[config.mk]
export PLATFORM = sky130hd
export DESIGN_NAME = timer_done_collector
export DESIGN_NICKNAME = d
export VERILOG_FILES = /design/src/rtl/timer_pkg.sv /design/src/rtl/id_fifo.sv /design/src/rtl/timer_done_collector.sv
export SDC_FILE = /design/constraint.sdc
export NUM_CORES = 1
export LEC_CHECK = 0
export ABC_AREA = 1
export CORE_ASPECT_RATIO = 0.6
export CORE_UTILIZATION = 45
export DETAILED_ROUTE_END_ITERATION = 8
export GPL_TIMING_DRIVEN = 0
export PLACE_DENSITY = 0.66
export SLEW_MARGIN = 25
export SYNTH_ARGS = -nofsm -noshare
export SYNTH_HDL_FRONTEND = slang
export SYNTH_HIERARCHICAL = 1
export SYNTH_SLANG_ARGS = --single-unit
[constraint.sdc]
create_clock -name clk -period 2.93 [get_ports clk]
set_input_delay 0.4395 -clock clk [delete_from_list [all_inputs] [get_ports clk]]
set_output_delay 0.4395 -clock clk [all_outputs]
set_load 0.05 [all_outputs]
[src/rtl/timer_pkg.sv]
// Shared definitions for the timer family: source-count ceiling and a source ID type
// wide enough for any legal configuration.
package timer_pkg;

    localparam int MAX_SRC = 16;

    typedef logic [$clog2(MAX_SRC)-1:0] id_t;

endpackage

[src/rtl/id_fifo.sv]
// Show-ahead FIFO of source IDs; push and pop may coincide even when full,
// since the pop frees the slot the push reuses.
module id_fifo #(
    parameter int DEPTH = 4,
    parameter int WIDTH = 2
) (
    input  logic             clk,
    input  logic             rstn,
    input  logic             clear,
    input  logic             push,
    input  logic [WIDTH-1:0] push_data,
    input  logic             pop,
    output logic             full,
    output logic             empty,
    output logic [WIDTH-1:0] head
);

    localparam int AW = $clog2(DEPTH);

    logic [WIDTH-1:0] mem [DEPTH];
    logic [AW-1:0]    wr_ptr;
    logic [AW-1:0]    rd_ptr;
    logic [AW:0]      count;
    logic             do_push;
    logic             do_pop;

    assign full    = (count == (AW+1)'(DEPTH));
    assign empty   = (count == '0);
    assign do_pop  = pop && !empty;
    assign do_push = push && (!full || do_pop);
    assign head    = empty ? '0 : mem[rd_ptr];

    always_ff @(posedge clk or negedge rstn) begin
        if (!rstn) begin
            wr_ptr <= '0;
            rd_ptr <= '0;
            count  <= '0;
            for (int i = 0; i < DEPTH; i++) mem[i] <= '0;
        end else if (clear) begin
            wr_ptr <= '0;
            rd_ptr <= '0;
            count  <= '0;
        end else begin
            if (do_push) begin
                mem[wr_ptr] <= push_data;
                wr_ptr      <= wr_ptr + AW'(1);
            end
            if (do_pop) rd_ptr <= rd_ptr + AW'(1);
            count <= count + (AW+1)'(do_push) - (AW+1)'(do_pop);
        end
    end

endmodule

[src/rtl/timer_done_collector.sv]
// Collects rising edges of timer done lines into sticky status and an ordered
// event queue, with first-finisher, all-finished and lost-edge indications.
module timer_done_collector
    import timer_pkg::*;
#(
    parameter int NUM_SRC = 3,
    parameter int DEPTH   = 4,
    parameter int ID_W    = $clog2(NUM_SRC)
) (
    input  logic               clk,
    input  logic               rstn,
    input  logic               clear,
    input  logic [NUM_SRC-1:0] done,
    output logic               evt_valid,
    output logic [ID_W-1:0]    evt_id,
    input  logic               evt_ready,
    output logic [NUM_SRC-1:0] status,
    output logic               first_valid,
    output logic [ID_W-1:0]    first_id,
    output logic               all_done,
    output logic               overflow
);

    logic [NUM_SRC-1:0] done_q;
    logic [NUM_SRC-1:0] rise;
    logic [NUM_SRC-1:0] pending;
    logic [NUM_SRC-1:0] grant;
    logic [ID_W-1:0]    push_id;
    logic               push;
    logic               pop;
    logic               fifo_full;
    logic               fifo_empty;
    logic               can_push;

    assign rise      = done & ~done_q;
    assign evt_valid = !fifo_empty;
    assign pop       = evt_valid && evt_ready;
    assign can_push  = !fifo_full || pop;
    assign push      = |grant;
    assign all_done  = &status;

    // Descending scan so the lowest-index pending source is the one left granted.
    always_comb begin
        grant   = '0;
        push_id = '0;
        if (can_push) begin
            for (int i = NUM_SRC - 1; i >= 0; i--) begin
                if (pending[i]) begin
                    grant    = '0;
                    grant[i] = 1'b1;
                    push_id  = ID_W'(i);
                end
            end
        end
    end

    // done_q tracks done even on clear so lines already high do not re-fire afterwards.
    always_ff @(posedge clk or negedge rstn) begin
        if (!rstn) begin
            done_q      <= '0;
            pending     <= '0;
            status      <= '0;
            overflow    <= 1'b0;
            first_valid <= 1'b0;
            first_id    <= '0;
        end else begin
            done_q <= done;
            if (clear) begin
                pending     <= '0;
                status      <= '0;
                overflow    <= 1'b0;
                first_valid <= 1'b0;
                first_id    <= '0;
            end else begin
                pending  <= (pending | rise) & ~grant;
                status   <= status | rise;
                overflow <= overflow | (|(rise & pending & ~grant));
                if (push && !first_valid) begin
                    first_valid <= 1'b1;
                    first_id    <= push_id;
                end
            end
        end
    end

    id_fifo #(
        .DEPTH (DEPTH),
        .WIDTH (ID_W)
    ) u_fifo (
        .clk       (clk),
        .rstn      (rstn),
        .clear     (clear),
        .push      (push),
        .push_data (push_id),
        .pop       (pop),
        .full      (fifo_full),
        .empty     (fifo_empty),
        .head      (evt_id)
    );

endmodule

==> impl_metrics.py, run 1 <==
metrics = {
    "critical_path": {
        "end_kind": "flip-flop",
        "path_class": "reg2reg",
        "cp.required_ps": 3130,
        "cp_max_fo": 6,
        "arrival_ps": 2900,
        "start_kind": "flip-flop",
    },
    "sta": {
        "setup_viol": 0,
        "rsz0062_at_grt": "no",
        "period_share_pct": 92.1,
        "slew_violations": 0,
        "layout_min_cycle_time_ps": 2700,
        "fmax_mhz": 370,
        "relSlewSlack_pct": 57.2,
        "finalClockSkew_ps": 8.71,
        "holdWs_ps": 170,
        "hold_viol": 0,
        "tightest_slew_ps": 642,
        "finalSetupTns_ps": 0,
    },
    "placement": {
        "hpwl_mm": 2.42,
        "place.gp.congestion": 0.785,
        "io_buffer_count": 17,
        "placed_cells": 242,
    },
    "drt": {
        "viasPerCell": 4.94,
        "wl_per_cell_um": 12.5,
        "drt_first_pass_iters": 4,
        "antenna_left": 0,
        "wirelength_mm": 3.08,
        "vias": 1215,
        "drtIter0Drc": 85,
        "drc": 0,
    },
    "clock_tree": {
        "clock_latency_ps": 280,
        "clk_pin_slew_worst_paths_ps": 100,
        "htree_levels": 1,
        "cts-root-buf": "clkbuf_8",
        "clk_path_buf_depth": 2,
        "cts_buffers": 3,
        "cts.sink_count": 28,
        "cts_tree": "done",
        "cts_hold_buf": 0,
        "cts_resized": 0,
        "post_cts_buffers": 0,
    },
    "finish": {
        "drive_gt1_share_pct": 19.6,
        "num_antenna_cells": 0,
        "final_nets": 219,
        "instances_no_fill": 246,
        "syn_to_final_growth_pct": 18.9,
    },
    "power_and_ir_drop": {
        "peakVddDrop_uv": 385,
        "total_power_mw": 1.49,
        "p_leak_nw": 0.893,
        "powerDensity_nw_per_um2": 820,
    },
    "synth": {
        "synth-async-reset-ratio_pct": 100,
        "synth_nets": 197,
        "synth_edf_count": 0,
        "synth_commonest_cells": "nand2_1 (44), dfrtp_1 (28), inv_1 (23), nor2_1 (17), nor2_2 (9)",
        "synth_top_area_share_pct": 45.9,
        "synth_most_common_cell": "nand2_1",
        "ys.flop_type": "dfrtp_1",
        "yosys.area.top_type": "dfrtp_1",
        "netlist_top_cells_area": "dfrtp_1 (46%), nand2_1 (11%), inv_1 (5.7%)",
        "synthCells": 183,
        "seq_area_frac_synth_pct": 45.9,
        "yosys_warnings": 6,
        "syn_area_sq_um": 1530,
        "syn_avg_cell_area_sq_um": 8.35,
        "synth_seq_cells": 28,
        "synth_cell_types": 25,
    },
    "outcome": {
        "status": "complete, no violations",
    },
    "die": {
        "core_area_sq_um": 3040,
        "top_level_ports": 18,
        "dieArea_sq_um": 3640,
        "initial_core_util_pct": 50.2,
        "num_rows": 15,
        "die_h_um": 47.1,
        "die_w_um": 77.2,
    },
    "global_routing": {
        "grt.total_usage_pct": 19.4,
        "grt_busiest_layer": "met2",
        "grtUsageMet2_pct": 29.2,
        "met3_usage_pct": 4.85,
        "grt_pass1_vias": 1071,
        "antenna_found_initial": 0,
        "grt_first_pass_wirelength_mm": 5.15,
        "grt_max_degree": 29,
        "overflow": 0,
        "grt_use_met1_pct": 28.0,
    },
    "min_path": {
        "hp-class": "in2async",
    },
    "job": {
        "cap_violations": 0,
    },
}
-- final cells by class --
type	instances	area (sq um)
multi-input combinational	121	677
sequential	28	701
timing repair buffer	17	165
fill	301	1220
inverter	33	145
clock inverter	1	30.0
tap	42	52.6
clock buffer	3	41.3
buffer	1	5.00
-- worst max-delay path, stage by stage (launching register included) --
cell	delay (ps)
dfrtp_1	430
inv_1	110
nand2_1	90
nor2_1	320
inv_2	100
nand2_2	90
inv_1	60
inv_1	90
nand3_4	130
nand2_2	100
ha_1	220
inv_1	50
ha_1	130
inv_1	40
fa_1	370
and3_1	180
nor3_1	110
-- cells by family (layout without fill, tap and decap cells) --
family,Yosys count,after routing,synth area share (%)
simple gates,95,95,30.0
buf+inv,34,55,9.83
flops,28,28,45.9
compound gates,19,19,8.11
fa+ha+maj,7,7,6.22
-- stage by stage --
stage / area, sq um / worst slack [ps] / util [%]
after detailed placement: 1750 / 255 / 57.4
after floorplan: 1530 / 453 / -
after global placement: 1750 / 278 / 57.6
after global routing: 1820 / 12.4 / 59.8
final: 1820 / 231 / 59.8
after CTS: 1820 / 261 / 59.8
-- routing by layer --
metal	up-vias	routed length (um)
li1	609	-
met2	33	1260
met5	-	0
met3	6	197
met1	567	1610
met4	0	23
-- state kept, by name (all words and copies together), names as in the netlist --
name           flops
u_fifo/rd_ptr      2
first_id           2
u_fifo/mem         8
u_fifo/count       3
first_valid        1
status             3
done_q             3
pending            3
u_fifo/wr_ptr      2
overflow           1
-- path summary, 6_finish.rpt --
check	start	to	slack, ps	depth (start not counted)
worst min register to register	u_fifo/mem[5]$_DFFE_PN0P_	u_fifo/mem[5]$_DFFE_PN0P_	500	2
worst min-delay path	rstn	done_q[0]$_DFF_PN0_	170	1
max in group asynchronous	rstn	pending[0]$_DFF_PN0_	2340	1
worst max register to register	u_fifo/count[2]$_DFF_PN0_	u_fifo/count[2]$_DFF_PN0_	230	16
worst max-delay path	u_fifo/count[2]$_DFF_PN0_	u_fifo/count[2]$_DFF_PN0_	230	16
min in group clk	u_fifo/mem[5]$_DFFE_PN0P_	u_fifo/mem[5]$_DFFE_PN0P_	500	2
-- where the power goes --
| group | leakage [nW] | total (mW) | internal (mW) | switching (mW) |
|---|---|---|---|---|
| Sequential | 0.372 | 0.530 | 0.464 | 0.0665 |
| Combinational | 0.485 | 0.650 | 0.215 | 0.436 |
| Clock | 0.0357 | 0.308 | 0.183 | 0.125 |
| Total | 0.893 | 1.49 | 0.862 | 0.627 |
-- cell usage in the layout (no fill, tap or decap), drive strengths merged --
cell type / n
dfrtp: 28
ha: 6
inv: 31
bufinv: 2
nand3: 8
nor3: 3
a21boi: 1
o21ai: 8
nor2: 27
clkinv: 1
nand4: 4
buf: 2
clkbuf: 3
clkdlybuf4s50: 16
fa: 1
and3: 1
a21oi: 8
nand2: 52
a211oi: 2
Note: power is estimated with default switching activity, not from simulation.
==> run 2: changes to the inputs <==
--- a/config.mk
+++ b/config.mk
@@ -9,7 +9,6 @@
 export CORE_ASPECT_RATIO = 0.6
 export CORE_UTILIZATION = 45
 export DETAILED_ROUTE_END_ITERATION = 8
-export GPL_TIMING_DRIVEN = 0
 export PLACE_DENSITY = 0.66
 export SLEW_MARGIN = 25
 export SYNTH_ARGS = -nofsm -noshare
==> impl_metrics.py, run 2 (synthesis results as in run 1) <==
metrics = {
    "placement": {
        "place.gp.congestion": 0.801,
        "placed_cells": 243,
        "io_buffer_count": 17,
        "dpl_cell_area_sq_um": 1760,
        "place_ws_ps": 273,
        "hpwl_mm": 2.39,
    },
    "critical_path": {
        "cp_max_fo": 6,
        "arrival_ps": 2840,
        "r2r-start": "u_fifo/count[2]$_DFF_PN0_",
        "cp.required_ps": 3120,
        "end_kind": "flip-flop",
        "start_kind": "flip-flop",
        "path_class": "reg2reg",
        "r2r_end": "u_fifo/count[2]$_DFF_PN0_",
        "r2r_setup_slack_ps": 290,
        "ff2ff_path_depth": 16,
    },
    "drt": {
        "antenna_left": 0,
        "drc": 0,
        "drt_first_pass_iters": 4,
        "vias": 1169,
        "wirelength_mm": 3.01,
        "viasPerCell": 4.73,
        "drtIter0Drc": 58,
        "wl_per_cell_um": 12.2,
    },
    "finish": {
        "layout_commonest_cell": "nand2_1",
        "syn_to_final_growth_pct": 19.9,
        "num_antenna_cells": 0,
        "final_util_pct": 60.2,
        "largest_reg_flops": 8,
        "fillerInstances": 270,
        "instances_no_fill": 247,
        "final_nets": 220,
        "final_cell_mix": "nand2_1 (44), dfrtp_1 (28), inv_1 (23), nor2_1 (17), clkdlybuf4s50_1 (17)",
        "final_area_sq_um": 1830,
        "drive_gt1_share_pct": 19.5,
        "regMostFlops": "u_fifo/mem",
    },
    "clock_tree": {
        "cts_tree": "done",
        "cts.sink_count": 28,
        "clk_pin_slew_worst_paths_ps": 100,
        "clock_latency_ps": 280,
        "htree_levels": 1,
        "cts-root-buf": "clkbuf_8",
        "post_cts_buffers": 0,
        "clk_path_buf_depth": 2,
        "cts_buffers": 3,
        "cts_resized": 0,
        "cts_hold_buf": 0,
    },
    "die": {
        "num_rows": 15,
        "die_w_um": 77.2,
        "top_level_ports": 18,
        "initial_core_util_pct": 50.2,
        "dieArea_sq_um": 3640,
        "core_area_sq_um": 3040,
        "die_h_um": 47.1,
    },
    "sta": {
        "finalClockSkew_ps": 7.03,
        "hold_viol": 0,
        "layout_min_cycle_time_ps": 2640,
        "fin_ws_ps": 286,
        "relSlewSlack_pct": 66.8,
        "period_share_pct": 90.3,
        "fmax_mhz": 378,
        "rsz0062_at_grt": "no",
        "holdWs_ps": 487,
        "slew_violations": 0,
        "finalSetupTns_ps": 0,
        "tightest_slew_ps": 496,
        "setup_viol": 0,
    },
    "outcome": {
        "status": "complete, no violations",
    },
    "power_and_ir_drop": {
        "p_leak_nw": 0.899,
        "peakVddDrop_uv": 476,
        "powerDensity_nw_per_um2": 808,
        "total_power_mw": 1.48,
    },
    "global_routing": {
        "grt_max_degree": 29,
        "grt.total_usage_pct": 19.3,
        "grt_first_pass_wirelength_mm": 5.14,
        "grt_pass1_vias": 1070,
        "overflow": 0,
        "antenna_found_initial": 0,
    },
    "min_path": {
        "hp-class": "reg2reg",
        "worstHoldStart": "u_fifo/mem[0]$_DFFE_PN0P_",
        "whs_endpoint": "u_fifo/mem[0]$_DFFE_PN0P_",
        "holdPathStages": 2,
    },
    "job": {
        "cap_violations": 0,
    },
}
==> run 2: final cells by class <==
type / count / area (sq um) / area share [%]
sequential: 28 / 701 / 38.3
multi-input combinational: 121 / 677 / 37.0
timing repair buffer: 19 / 185 / 10.1
inverter: 33 / 145 / 7.92
tap: 42 / 52.6 / 2.87
clock buffer: 3 / 41.3 / 2.25
clock inverter: 1 / 30.0 / 1.64
==> run 2: critical path, stage by stage (launching register included) <==
cell and delay (ps):
dfrtp_1 430, inv_1 120, nand2_1 90, nor2_1 270
inv_2 100, nand2_2 80, inv_1 60, inv_1 90
nand3_4 120, nand2_2 100, ha_1 220, inv_1 50
ha_1 130, inv_1 40, fa_1 370, and3_1 170
nor3_1 120
==> run 2: power breakdown <==
group	switching, mW	internal, mW
clock	0.118	0.183
sequential	0.0691	0.464
combinational	0.429	0.217
==> run 2: how the worst max path moves through the flow <==
stage / start / to / slack [ps] / depth (start not counted)
2_1_floorplan: u_fifo/count[2]$_DFF_PN0_ / u_fifo/count[2]$_DFF_PN0_ / 450 / 16
3_3_place_gp: evt_ready / u_fifo/count[2]$_DFF_PN0_ / 330 / 13
3_5_place_dp: u_fifo/count[2]$_DFF_PN0_ / u_fifo/count[2]$_DFF_PN0_ / 270 / 16
4_1_cts: u_fifo/count[2]$_DFF_PN0_ / u_fifo/count[2]$_DFF_PN0_ / 260 / 16
5_1_grt: u_fifo/count[2]$_DFF_PN0_ / u_fifo/count[2]$_DFF_PN0_ / 30 / 16
6_report: u_fifo/count[2]$_DFF_PN0_ / u_fifo/count[2]$_DFF_PN0_ / 290 / 16
==> run 2: metal layers <==
layer	part of all wire [%]	vias up	GRT usage, %
met4	0	0	3.40
li1	-	609	-
met1	54	530	29.1
met5	0	-	0
met3	6.3	0	4.08
met2	40	30	29.0
